## config.mk

```make
export PLATFORM = sky130hd
export DESIGN_NAME = frame_buf_ctrl_flat
export DESIGN_NICKNAME = d
export VERILOG_FILES = /design/src/rtl/frame_buf_ctrl_if.sv /design/src/rtl/frame_buf_ctrl.sv /design/src/flat_wrapper.sv
export SDC_FILE = /design/constraint.sdc
export NUM_CORES = 1
export LEC_CHECK = 0
export ABC_AREA = 1
export CAP_MARGIN = 20
export CORE_MARGIN = 2
export CORE_UTILIZATION = 50
export DETAILED_ROUTE_END_ITERATION = 16
export HOLD_SLACK_MARGIN = 0.12
export PLACE_DENSITY = 0.8
export SETUP_SLACK_MARGIN = 0.3
export SYNTH_ARGS = -nofsm -noshare
export SYNTH_HDL_FRONTEND = slang
export SYNTH_SLANG_ARGS = --single-unit
```

## constraint.sdc

```tcl
create_clock -name clk -period 5.1 [get_ports clk]
set_input_delay 1.53 -clock clk [delete_from_list [all_inputs] [get_ports clk]]
set_output_delay 1.53 -clock clk [all_outputs]
set_load 0.01 [all_outputs]
```

## src/rtl/frame_buf_ctrl_if.sv

```systemverilog
// rtl/frame_buf_ctrl_if.sv - capture stream, display stream and dual-port RAM bus of the frame buffer
interface frame_buf_ctrl_if #(
    parameter int RAM_WIDTH     = 8,
    parameter int RAM_ADDR_BITS = 14
);
    logic                     in_sof;
    logic                     in_valid;
    logic [RAM_WIDTH-1:0]     in_data;
    logic                     out_valid;
    logic                     out_ready;
    logic [RAM_WIDTH-1:0]     out_data;
    logic                     out_sof;
    logic                     out_eof;
    logic [RAM_ADDR_BITS-1:0] ram_addr_w;
    logic [RAM_WIDTH-1:0]     ram_data_w;
    logic                     ram_en_w;
    logic [RAM_ADDR_BITS-1:0] ram_addr_r;
    logic [RAM_WIDTH-1:0]     ram_data_r;

    modport slave (
        input  in_sof, in_valid, in_data, out_ready, ram_data_r,
        output out_valid, out_data, out_sof, out_eof,
               ram_addr_w, ram_data_w, ram_en_w, ram_addr_r
    );

    modport master (
        output in_sof, in_valid, in_data, out_ready, ram_data_r,
        input  out_valid, out_data, out_sof, out_eof,
               ram_addr_w, ram_data_w, ram_en_w, ram_addr_r
    );
endinterface

```

## src/rtl/frame_buf_ctrl.sv

```systemverilog
// rtl/frame_buf_ctrl.sv - ping-pong frame buffer controller with 2-entry read-latency FIFO
module frame_buf_ctrl #(
    parameter int RAM_WIDTH     = 8,
    parameter int RAM_ADDR_BITS = 14,
    parameter int FRAME_WORDS   = 8192
) (
    input  logic                 clk,
    input  logic                 rst,
    frame_buf_ctrl_if.slave      bus,
    output logic [7:0]           drop_cnt
);
    localparam int PW = RAM_ADDR_BITS - 1;
    localparam logic [PW-1:0] LAST = PW'(FRAME_WORDS - 1);

    typedef enum logic {W_IDLE, W_FILL} wstate_t;

    wstate_t         wstate, wstate_nxt;
    logic            wbank, wbank_nxt;
    logic [PW-1:0]   wptr, wptr_nxt, wr_idx;
    logic            wr_en, drop_evt, set_full;
    logic [1:0]      bank_full, bank_full_nxt;

    logic            rbank;
    logic [PW-1:0]   rptr;
    logic            rd_done;
    logic            inflight, inflight_sof, inflight_eof;
    logic            issue, pop, frame_end;

    logic [RAM_WIDTH+1:0] fifo_mem [2];
    logic                 head, tail;
    logic [1:0]           fifo_count;
    logic [RAM_WIDTH+1:0] head_word;

    always_comb begin
        wstate_nxt = wstate;
        wptr_nxt   = wptr;
        wbank_nxt  = wbank;
        wr_idx     = wptr;
        wr_en      = 1'b0;
        drop_evt   = 1'b0;
        set_full   = 1'b0;
        case (wstate)
            W_IDLE: begin
                if (bus.in_sof) begin
                    if (bank_full[wbank]) begin
                        drop_evt = 1'b1;
                    end else begin
                        wstate_nxt = W_FILL;
                        wptr_nxt   = '0;
                        wr_idx     = '0;
                        wr_en      = bus.in_valid;
                    end
                end
            end
            W_FILL: begin
                // A new sof restarts the same bank; its own pixel becomes word 0.
                if (bus.in_sof) begin
                    drop_evt = 1'b1;
                    wr_idx   = '0;
                    wptr_nxt = '0;
                end
                wr_en = bus.in_valid;
            end
            default: wstate_nxt = W_IDLE;
        endcase
        if (wr_en) begin
            if (wr_idx == LAST) begin
                set_full   = 1'b1;
                wbank_nxt  = ~wbank;
                wstate_nxt = W_IDLE;
                wptr_nxt   = '0;
            end else begin
                wptr_nxt = wr_idx + 1'b1;
            end
        end
    end

    assign bus.ram_en_w   = wr_en;
    assign bus.ram_addr_w = {wbank, wr_idx};
    assign bus.ram_data_w = bus.in_data;

    assign head_word     = fifo_mem[head];
    assign bus.out_valid = (fifo_count != 2'd0);
    assign bus.out_data  = head_word[RAM_WIDTH-1:0];
    assign bus.out_sof   = head_word[RAM_WIDTH+1];
    assign bus.out_eof   = head_word[RAM_WIDTH];
    assign bus.ram_addr_r = {rbank, rptr};

    assign pop       = bus.out_valid && bus.out_ready;
    assign frame_end = pop && head_word[RAM_WIDTH];
    // A word leaving this cycle frees a slot, which keeps the stream at one word per cycle.
    assign issue     = bank_full[rbank] && !rd_done &&
                       (((fifo_count + {1'b0, inflight}) < 2'd2) || pop);

    always_comb begin
        bank_full_nxt = bank_full;
        if (set_full)
            bank_full_nxt[wbank] = 1'b1;
        if (frame_end)
            bank_full_nxt[rbank] = 1'b0;
    end

    always_ff @(posedge clk) begin
        if (rst) begin
            wstate       <= W_IDLE;
            wbank        <= 1'b0;
            wptr         <= '0;
            bank_full    <= 2'b00;
            drop_cnt     <= 8'd0;
            rbank        <= 1'b0;
            rptr         <= '0;
            rd_done      <= 1'b0;
            inflight     <= 1'b0;
            inflight_sof <= 1'b0;
            inflight_eof <= 1'b0;
            head         <= 1'b0;
            tail         <= 1'b0;
            fifo_count   <= 2'd0;
            for (int i = 0; i < 2; i++)
                fifo_mem[i] <= '0;
        end else begin
            wstate    <= wstate_nxt;
            wbank     <= wbank_nxt;
            wptr      <= wptr_nxt;
            bank_full <= bank_full_nxt;
            if (drop_evt && drop_cnt != 8'hFF)
                drop_cnt <= drop_cnt + 8'd1;

            inflight     <= issue;
            inflight_sof <= (rptr == '0);
            inflight_eof <= (rptr == LAST);
            if (issue) begin
                if (rptr == LAST)
                    rd_done <= 1'b1;
                else
                    rptr <= rptr + 1'b1;
            end
            if (frame_end) begin
                rbank   <= ~rbank;
                rptr    <= '0;
                rd_done <= 1'b0;
            end

            if (inflight) begin
                fifo_mem[tail] <= {inflight_sof, inflight_eof, bus.ram_data_r};
                tail           <= ~tail;
            end
            if (pop)
                head <= ~head;
            case ({inflight, pop})
                2'b10:   fifo_count <= fifo_count + 2'd1;
                2'b01:   fifo_count <= fifo_count - 2'd1;
                default: fifo_count <= fifo_count;
            endcase
        end
    end
endmodule
```

## src/flat_wrapper.sv

```systemverilog
// flat-port wrapper written by rule: the top's interface ports become plain ports
module frame_buf_ctrl_flat 
#(
    parameter int RAM_WIDTH     = 8,
    parameter int RAM_ADDR_BITS = 14,
    parameter int FRAME_WORDS   = 8192
)
  (clk, rst, drop_cnt, bus_in_sof, bus_in_valid, bus_in_data, bus_out_ready, bus_ram_data_r, bus_out_valid, bus_out_data, bus_out_sof, bus_out_eof, bus_ram_addr_w, bus_ram_data_w, bus_ram_en_w, bus_ram_addr_r);
  frame_buf_ctrl_if #(.RAM_WIDTH(RAM_WIDTH), .RAM_ADDR_BITS(RAM_ADDR_BITS)) bus_i ();
  input  logic clk;
  input  logic rst;
  output logic [7:0] drop_cnt;
  input wire logic [$bits(bus_i.in_sof)-1:0] bus_in_sof;
  input wire logic [$bits(bus_i.in_valid)-1:0] bus_in_valid;
  input wire logic [$bits(bus_i.in_data)-1:0] bus_in_data;
  input wire logic [$bits(bus_i.out_ready)-1:0] bus_out_ready;
  input wire logic [$bits(bus_i.ram_data_r)-1:0] bus_ram_data_r;
  output wire logic [$bits(bus_i.out_valid)-1:0] bus_out_valid;
  output wire logic [$bits(bus_i.out_data)-1:0] bus_out_data;
  output wire logic [$bits(bus_i.out_sof)-1:0] bus_out_sof;
  output wire logic [$bits(bus_i.out_eof)-1:0] bus_out_eof;
  output wire logic [$bits(bus_i.ram_addr_w)-1:0] bus_ram_addr_w;
  output wire logic [$bits(bus_i.ram_data_w)-1:0] bus_ram_data_w;
  output wire logic [$bits(bus_i.ram_en_w)-1:0] bus_ram_en_w;
  output wire logic [$bits(bus_i.ram_addr_r)-1:0] bus_ram_addr_r;
  assign bus_i.in_sof = bus_in_sof;
  assign bus_i.in_valid = bus_in_valid;
  assign bus_i.in_data = bus_in_data;
  assign bus_i.out_ready = bus_out_ready;
  assign bus_i.ram_data_r = bus_ram_data_r;
  assign bus_out_valid = bus_i.out_valid;
  assign bus_out_data = bus_i.out_data;
  assign bus_out_sof = bus_i.out_sof;
  assign bus_out_eof = bus_i.out_eof;
  assign bus_ram_addr_w = bus_i.ram_addr_w;
  assign bus_ram_data_w = bus_i.ram_data_w;
  assign bus_ram_en_w = bus_i.ram_en_w;
  assign bus_ram_addr_r = bus_i.ram_addr_r;
  frame_buf_ctrl #(.RAM_WIDTH(RAM_WIDTH), .RAM_ADDR_BITS(RAM_ADDR_BITS), .FRAME_WORDS(FRAME_WORDS)) u_core (.clk(clk), .rst(rst), .bus(bus_i), .drop_cnt(drop_cnt));
endmodule
```

After elaboration in Yosys (flattened, before gate mapping)
Memory sizes are Yosys's and may differ from the RTL's. A register that Yosys moved wholly into a read port is not among the register bits.
Cells that the tools add are included.
{"block": "totals", "reg_bits": 47, "inputBits": 21, "mem_count": 1, "mem_bits_rw": 20, "wordCells": 98}
{"memory": "u_core.fifo_mem", "words": 2, "width": 10, "read_ports": 1, "rd_ports_with_merged_regs": 1, "wr": 2, "line": "frame_buf_ctrl.sv:29", "source": "logic [RAM_WIDTH+1:0] fifo_mem [2];"}
{"block": "op_classes", "n_lt_le_gt_ge": 5, "add_sub_neg": 6, "muxes": 41, "eq_ne": 5, "bitwise": 9, "n_reduce_logical": 17}
{"operator": "13-bit two-way mux", "count": 5}
{"operator": "1-bit two-way mux", "count": 27}
{"operator": "13-bit by 1-bit adder with 13-bit output (second input constant)", "count": 2}
{"operator": "13-bit equality test (second input constant)", "count": 2}
{"operator": "13-bit one-hot mux with 2 select lines", "count": 1}
{"operator": "13-bit zero test", "count": 1}
{"operator": "10-bit two-way mux", "count": 1}
{"operator": "10-bit OR reduction", "count": 1}
{"operator": "8-bit by 1-bit adder with 8-bit output (second input constant)", "count": 1}
{"operator": "8-bit != test (second input constant)", "count": 1}
{"operator": "1-bit logical AND", "count": 7}
{"operator": "1-bit NOT", "count": 6}
{"operator": "2-bit AND reduction", "count": 3}
{"operator": "1-bit by 2-bit < comparator with 1-bit output (second input constant)", "count": 2}
{"operator": "2-bit two-way mux", "count": 2}
{"operator": "1-bit one-hot mux with 2 select lines", "count": 2}
{"operator": "2-bit one-hot mux with 2 select lines", "count": 1}
{"operator": "2-bit nonzero test", "count": 2}
{"operator": "2-bit by 1-bit adder with 2-bit output", "count": 1}
{"operator": "2-bit by 1-bit adder with 2-bit output (second input constant)", "count": 1}
{"operator": "2-bit bitwise AND", "count": 1}
{"operator": "1-bit demux with 1-bit select", "count": 2}
{"operator": "2-bit by 1-bit equality test with 1-bit output (second input constant)", "count": 1}
{"operator": "2-bit equality test (second input constant)", "count": 1}
{"operator": "other kinds (8)", "count": 9}

Longest topological paths before layout
Gate-level depths: netlist (run 1).
{"block": "depth", "depth_word": 11, "mapped_depth": 17}

Worst setup path after synthesis (run 1)
No wires, ideal clock.
{"block": "synth_path", "kind": "input -> output", "from": "input port bus_in_sof", "to": "output port bus_ram_addr_w[1]", "path_slack_ns": 1.484, "path_buffers": 0, "path_stages": 3, "arrival_ns": 2.086, "cell_sequence": "nand2_1 nand2_2 nor2_1"}
{"block": "synth_between", "elab_chain_cells": 2, "word_cells_on_any_way": 3, "classes_between": "3 x mux"}
{"item": "start, declared", "line": "flat_wrapper.sv:13", "source": "input wire logic [$bits(bus_i.in_sof)-1:0] bus_in_sof;"}
{"item": "13-bit two-way mux, on equally long branches", "line": "frame_buf_ctrl.sv:57, frame_buf_ctrl.sv:44"}
{"item": "13-bit one-hot mux with 2 select lines (*)", "line": "frame_buf_ctrl.sv:42", "source": "case (wstate)"}
{"item": "end, declared", "line": "flat_wrapper.sv:22", "source": "output wire logic [$bits(bus_i.ram_addr_w)-1:0] bus_ram_addr_w;"}
Mark *: on every way between the ends. The rest lies on a longest branch, timed or not.

Worst setup path after layout (run 1)
Same ends and word-level chain as after synthesis.

==> tab_implementation.tex, run 1 <==
\begin{tabular}{lr}
\hline
Metric & Value \\
\hline
\multicolumn{2}{l}{\textbf{Logic synthesis}} \\
Count of flip-flops with a built-in enable after synthesis & 20 \\
Distinct cell type count of the synthesized netlist & 37 \\
Warnings from Yosys & 0 \\
Number of standard cells after synthesis & 433 \\
Synthesized netlist net count & 459 \\
Area share of the leading cell type in the synthesized netlist & 27.8\% \\
Post-synthesis sequential area ratio & 45.1\% \\
Syn avg cell area & 7.99 µm² \\
Number of synthesized register bits & 68 \\
Share of synthesized flip-flops with an asynchronous set or reset & 0\% \\
Post-synth top area cell & sky130\_fd\_sc\_hd\_\_dfxtp\_1 \\
Most used flip-flop cell after synthesis & sky130\_fd\_sc\_hd\_\_dfxtp\_1 \\
Area contributors post-synth & sky130\_fd\_sc\_hd\_\_dfxtp\_1, sky130\_fd\_sc\_hd\_\_edfxtp\_1, sky130\_fd\_sc\_hd\_\_nand2\_1 \\
Mapped Area & 3460 µm² \\
\multicolumn{2}{l}{\textbf{GRT}} \\
Vias in the first global route & 2762 \\
Global-route usage over all layers & 19.6\% \\
Maximum number of pins on one net before global-route repair & 18 \\
Wire length of the first global-routing pass & 11.9 mm \\
Initial antenna violation count & 0 \\
Final global-route overflow total & 0 \\
\multicolumn{2}{l}{\textbf{Run}} \\
Number of max-capacitance violations reported & 0 \\
\multicolumn{2}{l}{\textbf{Setup path}} \\
Critical path capture point type & output pin \\
Chain of cells forming the critical path & clkdlybuf4s50\_1, nand2\_2, nand2\_2, nor2\_1, clkdlybuf4s50\_1 \\
Class of the most critical setup path & input pin to output pin \\
Data arrival time of the worst path & 3220 ps \\
Critical-path cell with the highest stage delay & sky130\_fd\_sc\_hd\_\_clkdlybuf4s50\_1 \\
Sum of buffers and inverters on the critical path & 2 \\
Worst endpoint required time & 3570 ps \\
Setup slack of the worst register-to-register path & 2770 ps \\
Largest stage delay, worst path & 570 ps \\
Cell family with the largest share of critical-path delay & buffers and inverters \\
Largest driver fanout on the critical path & 8 \\
Startpoint class of the critical path & input pin \\
\multicolumn{2}{l}{\textbf{Power}} \\
Lkg Pwr & 1.58 nW \\
Overall power of the completed layout & 1.01 mW \\
Peak supply drop & 0.000126 V \\
Ratio of total power to cell area & 240 nW/µm² \\
\multicolumn{2}{l}{\textbf{Cells and area}} \\
ANT cells & 0 \\
Number of nets in the finished design & 512 \\
Layout overhead on the synthesized area & 22.3\% \\
Fraction of layout cells with a size suffix above 1 & 11.6\% \\
Fin area & 4230 µm² \\
\multicolumn{2}{l}{\textbf{Die}} \\
IO Count & 77 \\
Standard-cell rows & 30 \\
Width of the chip & 87.2 µm \\
Area enclosed by the die boundary & 7600 µm² \\
Placeable Area & 6760 µm² \\
Initial Utilization & 51.2\% \\
Vertical extent of the die & 87.2 µm \\
\multicolumn{2}{l}{\textbf{Outcome}} \\
Result of the run & finished clean \\
\multicolumn{2}{l}{\textbf{STA}} \\
Final critical path time including I/O delays and setup & 4750 ps \\
Final-report hold violation count & 0 \\
Peak clock frequency supported by timing & 211 MHz \\
Setup repair after global routing missed its margin & yes \\
Setup tns final & 0 ps \\
Period utilization & 93.1\% \\
Final-report max-slew violation count & 0 \\
Slew HR & 61.0\% \\
\# setup viols final & 0 \\
Fin Clk Skew & 6.80 ps \\
Transition time at the pin with the least slew margin & 583 ps \\
\multicolumn{2}{l}{\textbf{Clocking}} \\
H-Tree Level Count & 3 \\
Clock tree from TritonCTS & built \\
Clock root buffer & sky130\_fd\_sc\_hd\_\_clkbuf\_8 \\
Total number of clock tree sinks & 68 \\
CTS buffer count & 9 \\
Clock slew at reported path FFs & 70 ps \\
Clk\_lat worst skew & 340 ps \\
Max Root-Sink Buffers & 2 \\
\multicolumn{2}{l}{\textbf{Min path}} \\
Hold Path Class & flop to flop \\
\multicolumn{2}{l}{\textbf{Route}} \\
Total Wirelength & 7.13 mm \\
Overall via count from detail\_route & 2919 \\
Detailed-routing iteration count for the pre-antenna-repair pass & 5 \\
Via density & 5.11 \\
DRC viols & 0 \\
Average wire per cell in the routed design & 12.5 µm \\
Antenna-violating nets left & 0 \\
Iteration-0 DRC Markers & 94 \\
\multicolumn{2}{l}{\textbf{Place}} \\
Dpl cell area & 4050 µm² \\
Number of buffers inserted by port buffering & 60 \\
GP Congestion & 0.911 \\
Detailed placement HPWL & 5.27 mm \\
\hline
\end{tabular}
==> kinds of logic (layout without fill, tap and decap cells) <==
| family | after synthesis | in the layout | synth area share (%) |
|---|---|---|---|
| AND/OR/NAND/NOR | 203 | 203 | 27.1 |
| buffers and inverters | 81 | 139 | 10.2 |
| flip-flops | 68 | 68 | 45.1 |
| AO/OA/AOI/OAI | 51 | 51 | 8.68 |
| XOR/XNOR | 15 | 15 | 3.80 |
| multiplexers | 10 | 10 | 3.26 |
| adder cells (fa/ha/maj) | 5 | 5 | 1.81 |
==> through the flow <==
stage,cells,hold WS (ps),utilization [%],worst slack [ps]
floorplan,433,426,-,1480
global placement,555,434,60.0,335
detailed placement,555,449,60.0,282
CTS,571,459,62.6,354
global route,571,501,62.6,267
finish,571,460,62.6,353
==> power by group <==
group | leakage, nW | switching, mW | internal, mW
sequential | 0.594 | 0.00322 | 0.563
combinational | 0.910 | 0.0330 | 0.0260
clock | 0.0795 | 0.211 | 0.178
total | 1.58 | 0.247 | 0.767
==> cell type report <==
type                       count  area, µm²
fill                         573       2530
inverter                      61        229
clock inverter                 7       52.6
tap                           80        100
multi-input combinational    284       1550
clock buffer                   9        124
timing repair buffer          62        616
sequential                    68       1560
==> worst register-to-register path: cells and delay by family, from the launching register on <==
family | cells | cell delay, ps
flip-flops | 1 | 410
AO/OA/AOI/OAI | 1 | 290
adder cells (fa/ha/maj) | 1 | 210
AND/OR/NAND/NOR | 9 | 1250
buffers and inverters | 1 | 70
==> timing repair <==
action / 4_1_cts / 5_1_grt
hold buffers: 0 / 0
hold endpoints to repair: 0 / 0
gates resized for setup: 1 / 0
setup endpoints to repair: 1 / 3
buffers inserted: 0 / 0
==> flip-flops by register name (all words and copies together), names as in the netlist, 2 cells and up, named ones only <==
signal / cells
u_core.fifo_mem: 20
u_core.rptr: 13
u_core.wptr: 13
u_core.drop_cnt: 8
u_core.bank_full: 2
u_core.fifo_count: 2
==> cell usage after synthesis, types with 2 or more instances <==
master,number
sky130_fd_sc_hd__nand2_1,85
sky130_fd_sc_hd__nor2_1,58
sky130_fd_sc_hd__inv_1,57
sky130_fd_sc_hd__dfxtp_1,48
sky130_fd_sc_hd__a21oi_1,30
sky130_fd_sc_hd__edfxtp_1,20
sky130_fd_sc_hd__nand3_1,19
sky130_fd_sc_hd__buf_4,12
sky130_fd_sc_hd__mux2_2,10
sky130_fd_sc_hd__o21ai_0,10
sky130_fd_sc_hd__nand4_1,9
sky130_fd_sc_hd__xor2_1,8
sky130_fd_sc_hd__nand2_2,7
sky130_fd_sc_hd__nor3_1,7
sky130_fd_sc_hd__xnor2_1,7
sky130_fd_sc_hd__nor2_2,6
sky130_fd_sc_hd__ha_1,5
sky130_fd_sc_hd__clkbuf_1,4
sky130_fd_sc_hd__inv_2,4
sky130_fd_sc_hd__nor2_4,4
sky130_fd_sc_hd__buf_2,3
sky130_fd_sc_hd__a31oi_1,2
sky130_fd_sc_hd__nand3_4,2
sky130_fd_sc_hd__nor4_1,2
sky130_fd_sc_hd__o21ai_1,2
==> final timing paths <==
| kind | start | endpoint | cells after the start |
|---|---|---|---|
| worst max-delay path | bus_in_sof | bus_ram_addr_w[1] | 5 |
| worst min-delay path | u_core.head | flop | 1 |
| worst max register to register | u_core.wbank | u_core.wptr[11] | 12 |
| worst min register to register | u_core.head | flop | 1 |
==> layout by cell type, fill, tap and decap left out, drive strengths merged <==
cell	netlist	layout
a211oi	1	1
nand2	93	93
o21ai	13	13
nand4	10	10
o21a	1	1
clkbuf	4	9
a21oi	31	31
inv	61	62
ha	5	5
o21bai	1	1
a41oi	1	1
a31oi	3	3
nand3b	1	1
buf	16	2
nand3	22	22
xor2	8	8
nor3	7	7
nor4	2	2
clkinv	0	3
dfxtp	48	48
xnor2	7	7
edfxtp	20	20
nor2	68	68
clkdlybuf4s50	0	60
mux2	10	10
clkinvlp	0	3
==> metal layers <==
layer	vias to the layer above	routed length (µm)	global-route usage [%]
met3	12	378	3.70
met2	91	3390	32.5
met5	-	0	0
met4	0	97	7.27
li1	1490	-	-
met1	1326	3260	25.4
Note: power is estimated with default switching activity, not from simulation.
==> inputs of run 2 (changes only) <==
--- a/config.mk
+++ b/config.mk
@@ -6,7 +6,6 @@
 export NUM_CORES = 1
 export LEC_CHECK = 0
 export ABC_AREA = 1
-export CAP_MARGIN = 20
 export CORE_MARGIN = 2
 export CORE_UTILIZATION = 50
 export DETAILED_ROUTE_END_ITERATION = 16
==> results of run 2 <==
No change in the layout: final DEF, timing and power equal those of run 1.
==> inputs of run 3 (changes only) <==
--- a/config.mk
+++ b/config.mk
@@ -8,6 +8,7 @@
 export ABC_AREA = 1
 export CORE_MARGIN = 2
 export CORE_UTILIZATION = 50
+export CTS_CLUSTER_DIAMETER = 80
 export DETAILED_ROUTE_END_ITERATION = 16
 export HOLD_SLACK_MARGIN = 0.12
 export PLACE_DENSITY = 0.8
==> constraint.sdc (replaced) <==
create_clock -name clk -period 4.8 [get_ports clk]
set_input_delay 1.44 -clock clk [delete_from_list [all_inputs] [get_ports clk]]
set_output_delay 1.44 -clock clk [all_outputs]
set_load 0.01 [all_outputs]
==> run 3 against run 2 <==
Against the previous run: global-route usage increased by 0.21 points; worst setup slack improved by 230 ps; clock skew increased by 2.3 ps.
==> tab_implementation.tex, run 3 (same netlist as run 1, synthesis figures left out) <==
\begin{tabular}{lr}
\hline
Metric & Value \\
\hline
\multicolumn{2}{l}{\textbf{Outcome}} \\
Result of the run & finished clean \\
\multicolumn{2}{l}{\textbf{Cells and area}} \\
Register with the most flip-flops & u\_core.fifo\_mem \\
Flip-flop count of the largest register, all copies and words added & 20 \\
Number of nets in the finished design & 513 \\
Final std cells w/o fill & 572 \\
Most frequent cells in the layout & sky130\_fd\_sc\_hd\_\_nand2\_1, sky130\_fd\_sc\_hd\_\_clkdlybuf4s50\_1, sky130\_fd\_sc\_hd\_\_inv\_1 \\
Fraction of layout cells with a size suffix above 1 & 12.4\% \\
Layout overhead on the synthesized area & 24.7\% \\
Largest registers & u\_core.fifo\_mem: 20 flops, u\_core.rptr: 13 flops, u\_core.wptr: 13 flops \\
End-of-flow core utilization & 63.9\% \\
Most common cell after layout, fill and taps aside & sky130\_fd\_sc\_hd\_\_nand2\_1 \\
Fin area & 4320 µm² \\
ANT cells & 0 \\
\multicolumn{2}{l}{\textbf{Die}} \\
IO Count & 77 \\
Width of the chip & 87.2 µm \\
Placeable Area & 6760 µm² \\
Vertical extent of the die & 87.2 µm \\
Area enclosed by the die boundary & 7600 µm² \\
Initial Utilization & 51.2\% \\
Standard-cell rows & 30 \\
\multicolumn{2}{l}{\textbf{Clocking}} \\
Max Root-Sink Buffers & 2 \\
Total number of clock tree sinks & 68 \\
H-Tree Level Count & 3 \\
Clock slew at reported path FFs & 70 ps \\
Clock tree from TritonCTS & built \\
Clk\_lat worst skew & 340 ps \\
Clock root buffer & sky130\_fd\_sc\_hd\_\_clkbuf\_8 \\
CTS buffer count & 9 \\
\multicolumn{2}{l}{\textbf{STA}} \\
Transition time at the pin with the least slew margin & 481 ps \\
Final-report hold violation count & 0 \\
Final-report max-slew violation count & 0 \\
Peak clock frequency supported by timing & 237 MHz \\
Setup tns final & 0 ps \\
Slew HR & 67.8\% \\
Setup repair after global routing missed its margin & no \\
Fin Clk Skew & 9.07 ps \\
Slack of the critical path & 585 ps \\
Period utilization & 87.8\% \\
Final critical path time including I/O delays and setup & 4220 ps \\
\# setup viols final & 0 \\
\multicolumn{2}{l}{\textbf{Power}} \\
Sw Share & 20.9\% \\
Ratio of total power to cell area & 284 nW/µm² \\
Proportion of power drawn by the clock network & 45.7\% \\
Lkg Pwr & 1.64 nW \\
Portion of total power attributed to sequential cells & 49.0\% \\
Part of the total power dissipated in combinational logic & 5.3\% \\
P\_int & 0.970 mW \\
Switching Power & 0.257 mW \\
Peak supply drop & 0.000184 V \\
\multicolumn{2}{l}{\textbf{Place}} \\
Worst-case setup slack after placement & 246 ps \\
GP Congestion & 0.897 \\
Count of placed standard cells including taps & 556 \\
Detailed placement HPWL & 5.40 mm \\
Dpl cell area & 4060 µm² \\
Number of buffers inserted by port buffering & 60 \\
\multicolumn{2}{l}{\textbf{GRT}} \\
Maximum number of pins on one net before global-route repair & 21 \\
Initial antenna violation count & 0 \\
Wire length of the first global-routing pass & 11.9 mm \\
Met2 routing resource usage after global routing & 32.3\% \\
Routing layer with the top usage in global route & met2 \\
Vias in the first global route & 2746 \\
Global-route usage over all layers & 19.8\% \\
Met3 GRT Util & 3.98\% \\
Final global-route overflow total & 0 \\
Met1 track demand over resource in global routing & 25.1\% \\
\multicolumn{2}{l}{\textbf{Route}} \\
Total Wirelength & 7.31 mm \\
Detailed-routing iteration count for the pre-antenna-repair pass & 4 \\
Overall via count from detail\_route & 2953 \\
Antenna-violating nets left & 0 \\
DRC viols & 0 \\
Average wire per cell in the routed design & 12.8 µm \\
Iteration-0 DRC Markers & 113 \\
Via density & 5.16 \\
\multicolumn{2}{l}{\textbf{Setup path}} \\
Worst endpoint required time & 3360 ps \\
Critical path capture point type & output pin \\
Largest driver fanout on the critical path & 5 \\
Startpoint class of the critical path & input pin \\
Data arrival time of the worst path & 2780 ps \\
Class of the most critical setup path & input pin to output pin \\
\multicolumn{2}{l}{\textbf{Run}} \\
Number of max-capacitance violations reported & 0 \\
\multicolumn{2}{l}{\textbf{Min path}} \\
Hold Path Class & flop to flop \\
\hline
\end{tabular}
[run 3: cell count changes in the layout (fill, tap and decap cells not counted), moves of 2 or more]
cell / before / now
sky130_fd_sc_hd__bufinv_16: 0 / 3
sky130_fd_sc_hd__nor2_1: 58 / 55
sky130_fd_sc_hd__nor2_2: 6 / 9
sky130_fd_sc_hd__clkinvlp_4: 3 / 1
[run 3: stage by stage]
stage                     total power, mW  hold WS, ps
after floorplan                     0.653          426
after global placement              0.677          434
after detailed placement            0.679          440
after CTS                            1.23          455
after global routing                 1.27          495
final                                1.23          450
[run 3: path summary, 6_finish.rpt]
check	start	to	slack [ps]	cells after the start
worst max-delay path	bus_in_valid	bus_ram_en_w	580	4
worst min register to register	u_core.head	flop	450	1
worst min-delay path	u_core.head	flop	450	1
worst max register to register	u_core.wbank	u_core.wptr[7]	2520	14
[run 3: area by class of cell]
class | count | area [µm²]
Tap cell | 80 | 100
Multi-Input combinational cell | 284 | 1560
Fill cell | 594 | 2440
Inverter | 61 | 229
Clock buffer | 9 | 124
Timing Repair Buffer | 63 | 626
Sequential cell | 68 | 1560
Clock inverter | 7 | 115
[run 3: power by group through the flow]
| stage | clock, mW | combinational (mW) | sequential (mW) |
|---|---|---|---|
| 6_report | 0.561 | 0.0645 | 0.602 |
| 5_1_grt | 0.596 | 0.0702 | 0.602 |
| 4_1_cts | 0.568 | 0.0648 | 0.602 |
| 3_5_place_dp | 0 | 0.0636 | 0.615 |
| 3_3_place_gp | 0 | 0.0624 | 0.614 |
| 2_1_floorplan | 0 | 0.0394 | 0.614 |
[run 3: worst max-delay path: stages]
cell and delay, ps:
sky130_fd_sc_hd__clkdlybuf4s50_1 560, sky130_fd_sc_hd__nand2_4 100, sky130_fd_sc_hd__inv_1 130, sky130_fd_sc_hd__clkdlybuf4s50_1 550
[run 3: routing by layer]
layer  vias to the layer above  wire, µm
met5                         -         0
met4                         0       136
met3                        15       307
met2                        74      3460
met1                      1378      3410
li1                       1486         -
[run 3: timing repair]
action                                  CTS  global route
endpoints found under the setup margin    4             6
hold buffers                              0             0
resized for setup                         4             2
setup buffers                             0             0
